===== src/rtl/zeroheti_pkg.sv =====
// Shared types and constants for the zeroheti APB interconnect.
//   apb_rule_t      : one address window, [base, last) with last exclusive
//   err_type_e      : fault classification reported by the peripheral hub
//   hub_state_e     : transfer state of the hub
//   AddrMap         : peripheral windows of the default system map
//   DefaultApbRules : four-entry rule table built from AddrMap
package zeroheti_pkg;

  localparam int RuleAddrWidth = 32;

  typedef struct packed {
    logic [RuleAddrWidth-1:0] base;
    logic [RuleAddrWidth-1:0] last;
  } apb_rule_t;

  typedef enum logic [1:0] {
    NONE     = 2'd0,
    UNMAPPED = 2'd1,
    SLVERR   = 2'd2,
    TIMEOUT  = 2'd3
  } err_type_e;

  typedef enum logic {
    IDLE   = 1'b0,
    ACCESS = 1'b1
  } hub_state_e;

  typedef struct packed {
    apb_rule_t uart;
    apb_rule_t mtimer;
    apb_rule_t i2c;
  } addr_map_t;

  localparam addr_map_t AddrMap = '{
    uart:   '{base: 32'h0003_0000, last: 32'h0003_1000},
    mtimer: '{base: 32'h0003_1000, last: 32'h0003_2000},
    i2c:    '{base: 32'h0003_2000, last: 32'h0003_3000}
  };

  // The spare fourth port gets an empty window (base == last) so it never matches.
  localparam apb_rule_t SpareRule = '{base: 32'h0, last: 32'h0};

  localparam apb_rule_t [3:0] DefaultApbRules = {SpareRule, AddrMap.i2c, AddrMap.mtimer, AddrMap.uart};

  // Width of a port index; a single-port hub still needs one bit.
  function automatic int idx_width(int n);
    return (n > 1) ? $clog2(n) : 1;
  endfunction

  function automatic logic rule_match(apb_rule_t rule, logic [RuleAddrWidth-1:0] addr);
    return (addr >= rule.base) && (addr < rule.last);
  endfunction

endpackage


===== src/rtl/apb_rule_decode.sv =====
// Combinational address decoder against an APB rule table.
//   paddr : address to decode
//   hit   : some rule matches
//   idx   : index of the lowest-numbered matching rule (0 when no hit)
module apb_rule_decode import zeroheti_pkg::*; #(
  parameter int NumPerip = 4,
  parameter int AddrWidth = 32,
  parameter apb_rule_t [NumPerip-1:0] Rules = DefaultApbRules,
  localparam int IdxWidth = idx_width(NumPerip)
) (
  input  logic [AddrWidth-1:0] paddr,
  output logic                 hit,
  output logic [IdxWidth-1:0]  idx
);

  logic [RuleAddrWidth-1:0] addr_ext;

  assign addr_ext = RuleAddrWidth'(paddr);

  // Scanning from the top down lets the lowest matching index overwrite the rest.
  always_comb begin
    hit = 1'b0;
    idx = '0;
    for (int i = NumPerip - 1; i >= 0; i--) begin
      if (rule_match(Rules[i], addr_ext)) begin
        hit = 1'b1;
        idx = IdxWidth'(i);
      end
    end
  end

endmodule


===== src/rtl/apb_periph_hub.sv =====
// APB fan-out hub: one manager port to NumPerip subordinates.
//   clk_i, rst_ni            : clock, async active-low reset
//   m_*                      : manager-side APB port
//   s_psel_o                 : one-hot subordinate select
//   s_penable_o/pwrite/paddr/pwdata : broadcast to all subordinates
//   s_prdata_i/pready_i/pslverr_i   : per-subordinate responses
//   err_clr_i                : clears fault status
//   err_count_o              : saturating fault count
//   last_err_addr_o/type_o   : address and kind of the latest fault
//   bus_err_irq_o            : one-cycle pulse per fault
// Unmapped accesses get an error response from the hub; stalled accesses are
// aborted with ErrData after TimeoutCycles access cycles.
module apb_periph_hub import zeroheti_pkg::*; #(
  parameter int NumPerip = 4,
  parameter int AddrWidth = 32,
  parameter int DataWidth = 32,
  parameter int TimeoutCycles = 16,
  parameter logic [DataWidth-1:0] ErrData = 32'hDEAD_BEEF,
  parameter apb_rule_t [NumPerip-1:0] AddrRules = DefaultApbRules,
  localparam int IdxWidth = idx_width(NumPerip)
) (
  input  logic                               clk_i,
  input  logic                               rst_ni,
  input  logic                               m_psel_i,
  input  logic                               m_penable_i,
  input  logic                               m_pwrite_i,
  input  logic [AddrWidth-1:0]               m_paddr_i,
  input  logic [DataWidth-1:0]               m_pwdata_i,
  output logic [DataWidth-1:0]               m_prdata_o,
  output logic                               m_pready_o,
  output logic                               m_pslverr_o,
  output logic [NumPerip-1:0]                s_psel_o,
  output logic                               s_penable_o,
  output logic                               s_pwrite_o,
  output logic [AddrWidth-1:0]               s_paddr_o,
  output logic [DataWidth-1:0]               s_pwdata_o,
  input  logic [NumPerip-1:0][DataWidth-1:0] s_prdata_i,
  input  logic [NumPerip-1:0]                s_pready_i,
  input  logic [NumPerip-1:0]                s_pslverr_i,
  input  logic                               err_clr_i,
  output logic [7:0]                         err_count_o,
  output logic [AddrWidth-1:0]               last_err_addr_o,
  output logic [1:0]                         last_err_type_o,
  output logic                               bus_err_irq_o
);

  hub_state_e state, state_next;

  logic                 live_hit;
  logic [IdxWidth-1:0]  live_idx;
  logic                 hit_q;
  logic [IdxWidth-1:0]  idx_q;
  logic [AddrWidth-1:0] addr_q;
  logic [7:0]           wait_cnt;
  logic                 setup;
  logic                 load;
  logic                 cnt_inc;
  logic                 fault;
  err_type_e            fault_type;
  err_type_e            err_type;

  apb_rule_decode #(
    .NumPerip (NumPerip),
    .AddrWidth(AddrWidth),
    .Rules    (AddrRules)
  ) u_decode (
    .paddr(m_paddr_i),
    .hit  (live_hit),
    .idx  (live_idx)
  );

  assign setup      = m_psel_i & ~m_penable_i;
  assign s_pwrite_o = m_pwrite_i;
  assign s_paddr_o  = m_paddr_i;
  assign s_pwdata_o = m_pwdata_i;

  // Transfer FSM: routes select/response and flags faults for the status block.
  always_comb begin
    state_next  = state;
    s_psel_o    = '0;
    s_penable_o = 1'b0;
    m_prdata_o  = '0;
    m_pready_o  = 1'b0;
    m_pslverr_o = 1'b0;
    load        = 1'b0;
    cnt_inc     = 1'b0;
    fault       = 1'b0;
    fault_type  = NONE;
    case (state)
      IDLE: begin
        if (setup) begin
          load       = 1'b1;
          state_next = ACCESS;
          if (live_hit) s_psel_o[live_idx] = 1'b1;
        end
      end
      ACCESS: begin
        if (!m_psel_i) begin
          // Manager abandoned the transfer: no response, nothing recorded.
          state_next = IDLE;
        end else if (hit_q) begin
          s_psel_o[idx_q] = 1'b1;
          s_penable_o     = m_penable_i;
          m_prdata_o      = s_prdata_i[idx_q];
          m_pready_o      = s_pready_i[idx_q];
          m_pslverr_o     = s_pslverr_i[idx_q];
          // A late pready in the final cycle still beats the abort.
          if (s_pready_i[idx_q]) begin
            state_next = IDLE;
            if (s_pslverr_i[idx_q]) begin
              fault      = 1'b1;
              fault_type = SLVERR;
            end
          end else if (wait_cnt == 8'(TimeoutCycles - 1)) begin
            s_psel_o    = '0;
            s_penable_o = 1'b0;
            m_prdata_o  = ErrData;
            m_pready_o  = 1'b1;
            m_pslverr_o = 1'b1;
            fault       = 1'b1;
            fault_type  = TIMEOUT;
            state_next  = IDLE;
          end else begin
            cnt_inc = 1'b1;
          end
        end else begin
          m_pready_o  = 1'b1;
          m_pslverr_o = 1'b1;
          fault       = 1'b1;
          fault_type  = UNMAPPED;
          state_next  = IDLE;
        end
      end
      default: state_next = IDLE;
    endcase
  end

  // State register.
  always_ff @(posedge clk_i or negedge rst_ni) begin
    if (!rst_ni) state <= IDLE;
    else         state <= state_next;
  end

  // Setup-phase capture of the decode result and the access-cycle counter.
  always_ff @(posedge clk_i or negedge rst_ni) begin
    if (!rst_ni) begin
      hit_q    <= 1'b0;
      idx_q    <= '0;
      addr_q   <= '0;
      wait_cnt <= '0;
    end else if (load) begin
      hit_q    <= live_hit;
      idx_q    <= live_idx;
      addr_q   <= m_paddr_i;
      wait_cnt <= '0;
    end else if (cnt_inc) begin
      wait_cnt <= wait_cnt + 8'd1;
    end
  end

  // Fault status: a fault in the same cycle as a clear restarts the count at 1.
  always_ff @(posedge clk_i or negedge rst_ni) begin
    if (!rst_ni) begin
      err_count_o     <= '0;
      last_err_addr_o <= '0;
      err_type        <= NONE;
      bus_err_irq_o   <= 1'b0;
    end else begin
      bus_err_irq_o <= fault;
      if (fault) begin
        if (err_clr_i)                err_count_o <= 8'd1;
        else if (err_count_o != 8'hFF) err_count_o <= err_count_o + 8'd1;
        last_err_addr_o <= addr_q;
        err_type        <= fault_type;
      end else if (err_clr_i) begin
        err_count_o     <= '0;
        last_err_addr_o <= '0;
        err_type        <= NONE;
      end
    end
  end

  assign last_err_type_o = err_type;

endmodule

===== config.mk =====
export PLATFORM = sky130hd
export DESIGN_NAME = apb_periph_hub
export DESIGN_NICKNAME = d
export VERILOG_FILES = /design/src/rtl/zeroheti_pkg.sv /design/src/rtl/apb_rule_decode.sv /design/src/rtl/apb_periph_hub.sv
export SDC_FILE = /design/constraint.sdc
export NUM_CORES = 1
export LEC_CHECK = 0
export BUFFER_PORTS_ARGS = -buffer_cell sky130_fd_sc_hd__buf_2
export CAP_MARGIN = 25
export CELL_PAD_IN_SITES_DETAIL_PLACEMENT = 1
export CELL_PAD_IN_SITES_GLOBAL_PLACEMENT = 2
export CORE_UTILIZATION = 21
export CTS_BUF_LIST = sky130_fd_sc_hd__clkbuf_4 sky130_fd_sc_hd__clkbuf_8 sky130_fd_sc_hd__clkbuf_16
export DETAILED_ROUTE_END_ITERATION = 12
export PLACE_DENSITY = 0.89
export REMOVE_ABC_BUFFERS = 1
export SYNTH_ARGS = -nofsm -noshare
export SYNTH_HDL_FRONTEND = slang
export SYNTH_HIERARCHICAL = 1
export SYNTH_SLANG_ARGS = --single-unit

===== constraint.sdc =====
create_clock -name clk_i -period 2.3 [get_ports clk_i]
set_input_delay 0.46 -clock clk_i [delete_from_list [all_inputs] [get_ports clk_i]]
set_output_delay 0.46 -clock clk_i [all_outputs]
set_load 0.005 [all_outputs]

==> flow_metrics.py, run 1 <==
metrics = {
    "floorplanning": {
        "initial_core_util_pct": 21.5,
        "die_x_um": 163,
        "coreArea_sq_mm": 0.0253,
        "dieArea_sq_mm": 0.0265,
        "die_h_um": 163,
        "io_pins": 353,
        "rows": 58,
    },
    "power_and_ir_drop": {
        "leakage_uw": 0.00401,
        "p_switching_uw": 1030,
        "p_seq_share_pct": 41.0,
        "p_comb_share_pct": 15.0,
        "netSwitchingFraction_pct": 24.4,
        "power_density_mw_per_mm2": 539,
        "p_int_uw": 3190,
        "clockPowerShare_pct": 44.0,
        "ir_worst_vdd_mv": 0.312,
    },
    "synthesis": {
        "synth_fa_ha_area_share_pct": 0.460,
        "postSynthCellCount": 587,
        "ys_seq_area_share_pct": 40.0,
        "synth_top_family_by_area": "simple AND/OR/NAND/NOR gates",
        "synth.cell_area_sq_mm": 0.00544,
        "synth.top_cells.by_count": "nand2_1, dfrtp_1, buf_4, nor2_1, o21ai_0",
        "async_reset_ff_share_pct": 100,
        "yosysMostFrequentCell": "nand2_1",
        "synth_compound_area_share_pct": 6.19,
        "synth_cell_type_count": 44,
        "synth.largest_area_cell": "dfrtp_1",
        "muxShareOfSynthArea_pct": 14.8,
        "synth_area_leaders": "dfrtp_1, mux4_2, nand2_1, buf_4, nor2_1",
        "yosys_warnings": 6,
        "ys_ff_latch": 87,
        "synth_top_area_share_pct": 40.0,
        "synth-edff-count": 0,
        "synth_xor_area_share_pct": 0.966,
        "syn_area_per_cell_sq_um": 9.26,
        "synth_ff_type": "dfrtp_1",
        "synthSimpleGateAreaFrac_pct": 25.4,
    },
    "grt": {
        "grt-ovfl-total": 0,
        "grt_pass1_wl_mm": 32.6,
        "grt_start_max_net_pins": 45,
        "grt_antenna_before_repair": 3,
        "grt_use_total_pct": 16.7,
        "grt_pass1_vias": 5605,
    },
    "placement": {
        "place_area_sq_mm": 0.00699,
        "dp_hpwl_mm": 17.4,
        "post-place-ws_ns": -0.749,
        "gp_congestion": 0.845,
        "io_buffers": 286,
    },
    "final_layout": {
        "drive_gt1_share_pct": 49.8,
        "area_growth_syn_to_layout_pct": 44.1,
        "finalInstanceArea_sq_mm": 0.00784,
        "finalCoreUtilization_pct": 31.0,
        "layout.nets": 1051,
    },
    "timing": {
        "tightest_slew_ns": 0.490,
        "setup_viol": 41,
        "fin_skew_ns": 0.0126,
        "fin_ws_ns": -0.317,
        "holdWs_ns": 0.0271,
        "max_freq_mhz": 382,
        "grt_setup_unrepaired": "true",
        "finalHoldViolCount": 0,
        "setup_tns_ns": -10.12,
        "timing.final.crit_period_ns": 2.62,
        "maxSlewViolCount": 0,
        "period_share_pct": 114,
        "maxSlewHeadroom_pct": 67.1,
    },
    "critical_path": {
        "worst-endpoint-required_ns": 1.84,
        "cp-start-kind": "flip-flop",
        "path_class": "flip-flop to output pin",
        "cp.arrival_ns": 2.16,
        "critPathCaptureType": "output pin",
        "crit_fanout": 13,
    },
    "routing": {
        "dr.pass1.iters": 4,
        "routed_via_density": 4.51,
        "drc_errors": 0,
        "wl_per_cell_um": 19.5,
        "drt_iter0_drc": 259,
        "wirelength_mm": 23.0,
        "drtAntennaViolNets": 0,
        "vias": 5327,
    },
    "clock_tree": {
        "cts.path.max_buffers": 2,
        "cts_tree": "done",
        "insertion_delay_ns": 0.35,
        "cts_root_buf": "clkbuf_16",
        "clkTransAtPathRegs_ns": 0.07,
        "numCtsBuffers": 9,
        "htree_levels": 3,
        "cts_hold_buffers": 0,
        "clock_sinks": 87,
    },
    "status": {
        "status": "complete, but fails checks",
        "violations": "negative setup slack",
    },
    "worst_hold_path": {
        "hold_path.class": "input pin to asynchronous set/reset pin",
    },
    "job": {
        "cap_viol_max_count": 0,
    },
}
==> logic make-up after synthesis <==
logic type	Yosys count
xor+xnor	6
flops	87
buf+inv	106
simple gates	292
mux	37
compound gates	57
fa+ha+maj	2
==> per-stage QoR <==
stage | instances | total power (uW)
after CTS | 1158 | 4280
final | 1181 | 4230
after floorplan | 487 | 1960
after global routing | 1180 | 4450
after detailed placement | 1141 | 2380
after global placement | 1141 | 2360
==> power groups by stage <==
stage / registers (uW) / clock network, uW / logic, uW
CTS: 1730 / 1920 / 626
detailed placement: 1760 / 0 / 614
global placement: 1760 / 0 / 599
global route: 1750 / 1990 / 711
floorplan: 1750 / 0 / 208
finish: 1730 / 1860 / 635
==> layout by cell type (no fill, tap or decap), drive strengths merged, types with 5 or more instances in the layout <==
master,count
nor3,5
nand3,13
inv,6
nand2b,34
nand2,139
dfrtp,87
a21oi,7
buf,341
mux4,34
xnor2,5
and2,11
clkbuf,14
o21ai,39
nor4,5
and3,6
nor2,64
==> registers in the layout, summed over array words and instances, names as in the netlist <==
| signal | cells |
|---|---|
| addr_q | 32 |
| bus_err_irq_o | 1 |
| err_count_o | 8 |
| hit_q | 1 |
| idx_q | 2 |
| last_err_addr_o | 32 |
| last_err_type_o | 2 |
| state | 1 |
| wait_cnt | 8 |
==> repair_timing <==
item,4_1_cts,5_1_grt
buffers inserted,1,15
endpoints found under the setup margin,42,76
gates cloned,0,5
resized for setup,18,33
pin swaps,6,10
==> layout make-up <==
cell class              count  area [sq um]
inverters                   6          22.5
clock inverters             5           129
well taps                 330           413
flip-flops and latches     87          2180
multi-input cells         395          2710
fillers                  3001         17400
repair buffers            344          2130
clock buffers              11           246
diodes                      3          7.51
==> critical path, cell delays in order, from the launching register on <==
cell and delay, ns:
dfrtp_2 0.37, mux4_2 0.57, nor3b_4 0.25, buf_6 0.15, buf_12 0.14, nor2_1 0.05, nor2_1 0.14, buf_2 0.14
==> layer usage <==
metal | up-vias | share of wire (%) | track usage [%]
li1 | 2422 | - | -
met1 | 2598 | 39 | 18.8
met2 | 271 | 49 | 27.9
met3 | 34 | 8.8 | 6.80
met4 | 2 | 3.0 | 6.37
met5 | - | 0.18 | 2.84
==> worst paths after layout <==
check	startpoint	cells after the start	slack [ns]	to
setup / recovery	idx_q[0]$_DFFE_PN0P_	7	-0.32	m_prdata_o[25]
hold reg to reg	addr_q[10]$_DFFE_PN0P_	2	0.48	addr_q[10]$_DFFE_PN0P_
hold / removal	rst_ni	1	0.03	err_count_o[0]$_DFFE_PN0P_
min in group clk_i	m_paddr_i[2]	3	0.31	addr_q[2]$_DFFE_PN0P_
max in group asynchronous	rst_ni	2	1.65	addr_q[23]$_DFFE_PN0P_
setup reg to reg	idx_q[1]$_DFFE_PN0P_	9	-0.05	err_count_o[7]$_DFFE_PN0P_
(Power assumes the default switching activity.)
==> inputs of run 2 (changes only) <==
- BUFFER_PORTS_ARGS: -buffer_cell sky130_fd_sc_hd__buf_2 -> not set
- CORE_UTILIZATION: 21 -> 30
- DONT_BUFFER_PORTS: not set -> 1
- PLACE_DENSITY: 0.89 -> 0.85
- SKIP_LAST_GASP: not set -> 1
==> run 2 against run 1 <==
  * First-iteration DRC count decreased by 29%
  * Flip-flop and latch count stayed put
  * Die area decreased by 30%
  * Clock-buffer cell count down 2
  * Core utilization increased by 5.4 points
  * The run ends with negative hold slack, negative setup slack left
  * Design area is 19% lower
  * Sequential share of layout area up 6.4 points
  * Critical path depth fell by 1
  * Non-clock buffer count fell by 292
  * Critical endpoint is now m_pslverr_o
  * Register-to-register slack lost 0.11 ns
==> flow_metrics.py, run 2 (same netlist as run 1, synthesis figures left out) <==
metrics = {
    "clock_tree": {
        "cts_tree": "done",
        "cts.path.max_buffers": 2,
        "numCtsBuffers": 9,
        "clkTransAtPathRegs_ns": 0.07,
        "insertion_delay_ns": 0.34,
        "htree_levels": 3,
        "cts_root_buf": "clkbuf_16",
        "clock_sinks": 87,
    },
    "critical_path": {
        "worstPathCellList": "mux4_2, nor3b_4, buf_6, buf_12, buf_16, o311a_4",
        "path_class": "flip-flop to output pin",
        "cp_slowest_cell": "mux4_2",
        "cp-start-kind": "flip-flop",
        "r2r-start": "idx_q[0]$_DFFE_PN0P_",
        "crit_fanout": 5,
        "critPathCaptureType": "output pin",
        "crit_start": "idx_q[0]$_DFFE_PN0P_",
        "cp.arrival_ns": 2.05,
        "worst-endpoint-required_ns": 1.84,
        "slowest_delay_ns": 0.56,
    },
    "floorplanning": {
        "die_x_um": 137,
        "io_pins": 353,
        "die_h_um": 137,
        "dieArea_sq_mm": 0.0187,
        "rows": 48,
        "coreArea_sq_mm": 0.0175,
        "initial_core_util_pct": 31.1,
    },
    "status": {
        "status": "complete, but fails checks",
        "violations": "negative hold slack, negative setup slack",
    },
    "grt": {
        "grt_use_total_pct": 20.6,
        "grt_pass1_vias": 4524,
        "grt-ovfl-total": 0,
        "grt_start_max_net_pins": 88,
        "grt_antenna_before_repair": 7,
        "grt_pass1_wl_mm": 27.6,
    },
    "routing": {
        "drc_errors": 0,
        "drtAntennaViolNets": 0,
        "dr.pass1.iters": 4,
        "vias": 4262,
        "drt_iter0_drc": 183,
        "routed_via_density": 5.42,
        "wirelength_mm": 20.8,
        "wl_per_cell_um": 26.5,
    },
    "final_layout": {
        "area_growth_syn_to_layout_pct": 17.1,
        "layout_common_cells": "nand2_1, dfrtp_1, nor2_1",
        "finalInstanceArea_sq_mm": 0.00637,
        "drive_gt1_share_pct": 28.9,
        "layout.nets": 758,
        "top_regs": "addr_q x32, last_err_addr_o x32",
        "final_common_cell": "nand2_1",
    },
    "timing": {
        "maxSlewViolCount": 0,
        "holdWs_ns": -0.195,
        "setup_viol": 80,
        "fin_ws_ns": -0.213,
        "maxSlewHeadroom_pct": 60.7,
        "period_share_pct": 109,
        "tightest_slew_ns": 0.583,
        "finalHoldViolCount": 87,
        "grt_setup_unrepaired": "true",
        "timing.final.crit_period_ns": 2.51,
        "fin_skew_ns": 0.00701,
        "max_freq_mhz": 398,
    },
    "worst_hold_path": {
        "hold_path.class": "input pin to asynchronous set/reset pin",
    },
    "power_and_ir_drop": {
        "leakage_uw": 0.00270,
        "ir_worst_vdd_mv": 0.461,
        "power_density_mw_per_mm2": 549,
    },
    "job": {
        "cap_viol_max_count": 0,
    },
    "placement": {
        "io_buffers": 0,
        "gp_congestion": 1.02,
        "dp_hpwl_mm": 14.5,
        "place_area_sq_mm": 0.00532,
    },
}
run 2: cell count changes in the layout (fill, tap and decap cells not counted), moves of 4 or more:
| cell | before | now |
|---|---|---|
| buf_2 | 281 | 0 |
| buf_4 | 37 | 20 |
| bufinv_16 | 4 | 0 |
| clkbuf_16 | 12 | 17 |
| diode_2 | 3 | 8 |
| nor2_1 | 61 | 38 |
| nor2_2 | 2 | 11 |
| nor2_4 | 1 | 14 |
| o21ai_0 | 35 | 26 |
| o21ai_1 | 4 | 8 |
| o21ai_2 | 0 | 5 |
run 2: worst max-delay path: cells and delay by family, from the launching register on:
kind | cells | cell delay (ns)
AO/OA/AOI/OAI | 1 | 0.18
buffers and inverters | 3 | 0.40
flip-flops | 1 | 0.37
multiplexers | 1 | 0.56
AND/OR/NAND/NOR | 1 | 0.20
run 2: final cells by class:
type	count	area, sq um
Inverter	6	22.5
Multi-Input combinational cell	394	2830
Timing Repair Buffer	52	767
Antenna cell	8	20.0
Tap cell	225	282
Clock inverter	6	45.0
Clock buffer	9	225
Sequential cell	87	2180
Fill cell	1981	11100
run 2: routing by layer:
layer	global-route usage, %	vias to the layer above	wire length, um
li1	-	1849	-
met1	20.1	2081	7080
met2	36.5	278	10600
met3	8.85	54	2100
met4	11.1	0	1050
met5	1.11	-	0
run 2: path summary, 6_finish.rpt:
path | cells past startpoint | end | slack [ns]
setup / recovery | 6 | m_pslverr_o | -0.21
hold / removal | 0 | err_count_o[1]$_DFFE_PN0P_ | -0.20
setup reg to reg | 10 | err_count_o[7]$_DFFE_PN0P_ | -0.16
hold reg to reg | 2 | addr_q[21]$_DFFE_PN0P_ | 0.47
max in group asynchronous | 0 | last_err_addr_o[27]$_DFFE_PN0P_ | 2.35
min in group clk_i | 1 | err_count_o[6]$_DFFE_PN0P_ | 0.19
run 2: through the flow:
step           utilization, %  power, uW  instances  TNS, ns  worst slack (ns)
3_3_place_gp             30.4       2040        734  -0.0658           -0.0312
6_report                 36.4       3500        787    -8.65            -0.213
4_1_cts                  33.8       3490        761   -10.06            -0.241
2_1_floorplan               -       1960        487  -131.99             -1.90
5_1_grt                  36.4       3670        787   -14.98            -0.295
3_5_place_dp             30.4       2070        734   -0.178           -0.0643
run 2: timing repair:
| item | in CTS | in global routing |
|---|---|---|
| setup buffers | 10 | 7 |
| pin swaps | 15 | 13 |
| resized for setup | 47 | 44 |
| endpoints found under the setup margin | 38 | 81 |
| hold endpoints to repair | 87 | 87 |
| gates cloned | 2 | 12 |
run 2: report_power, final:
group | internal, uW | leakage, uW | switching, uW | total, uW
sequential | 1660 | 0.00115 | 86.2 | 1750
combinational | 193 | 0.00141 | 183 | 376
clock | 736 | 0.000136 | 637 | 1370
total | 2590 | 0.00270 | 906 | 3500
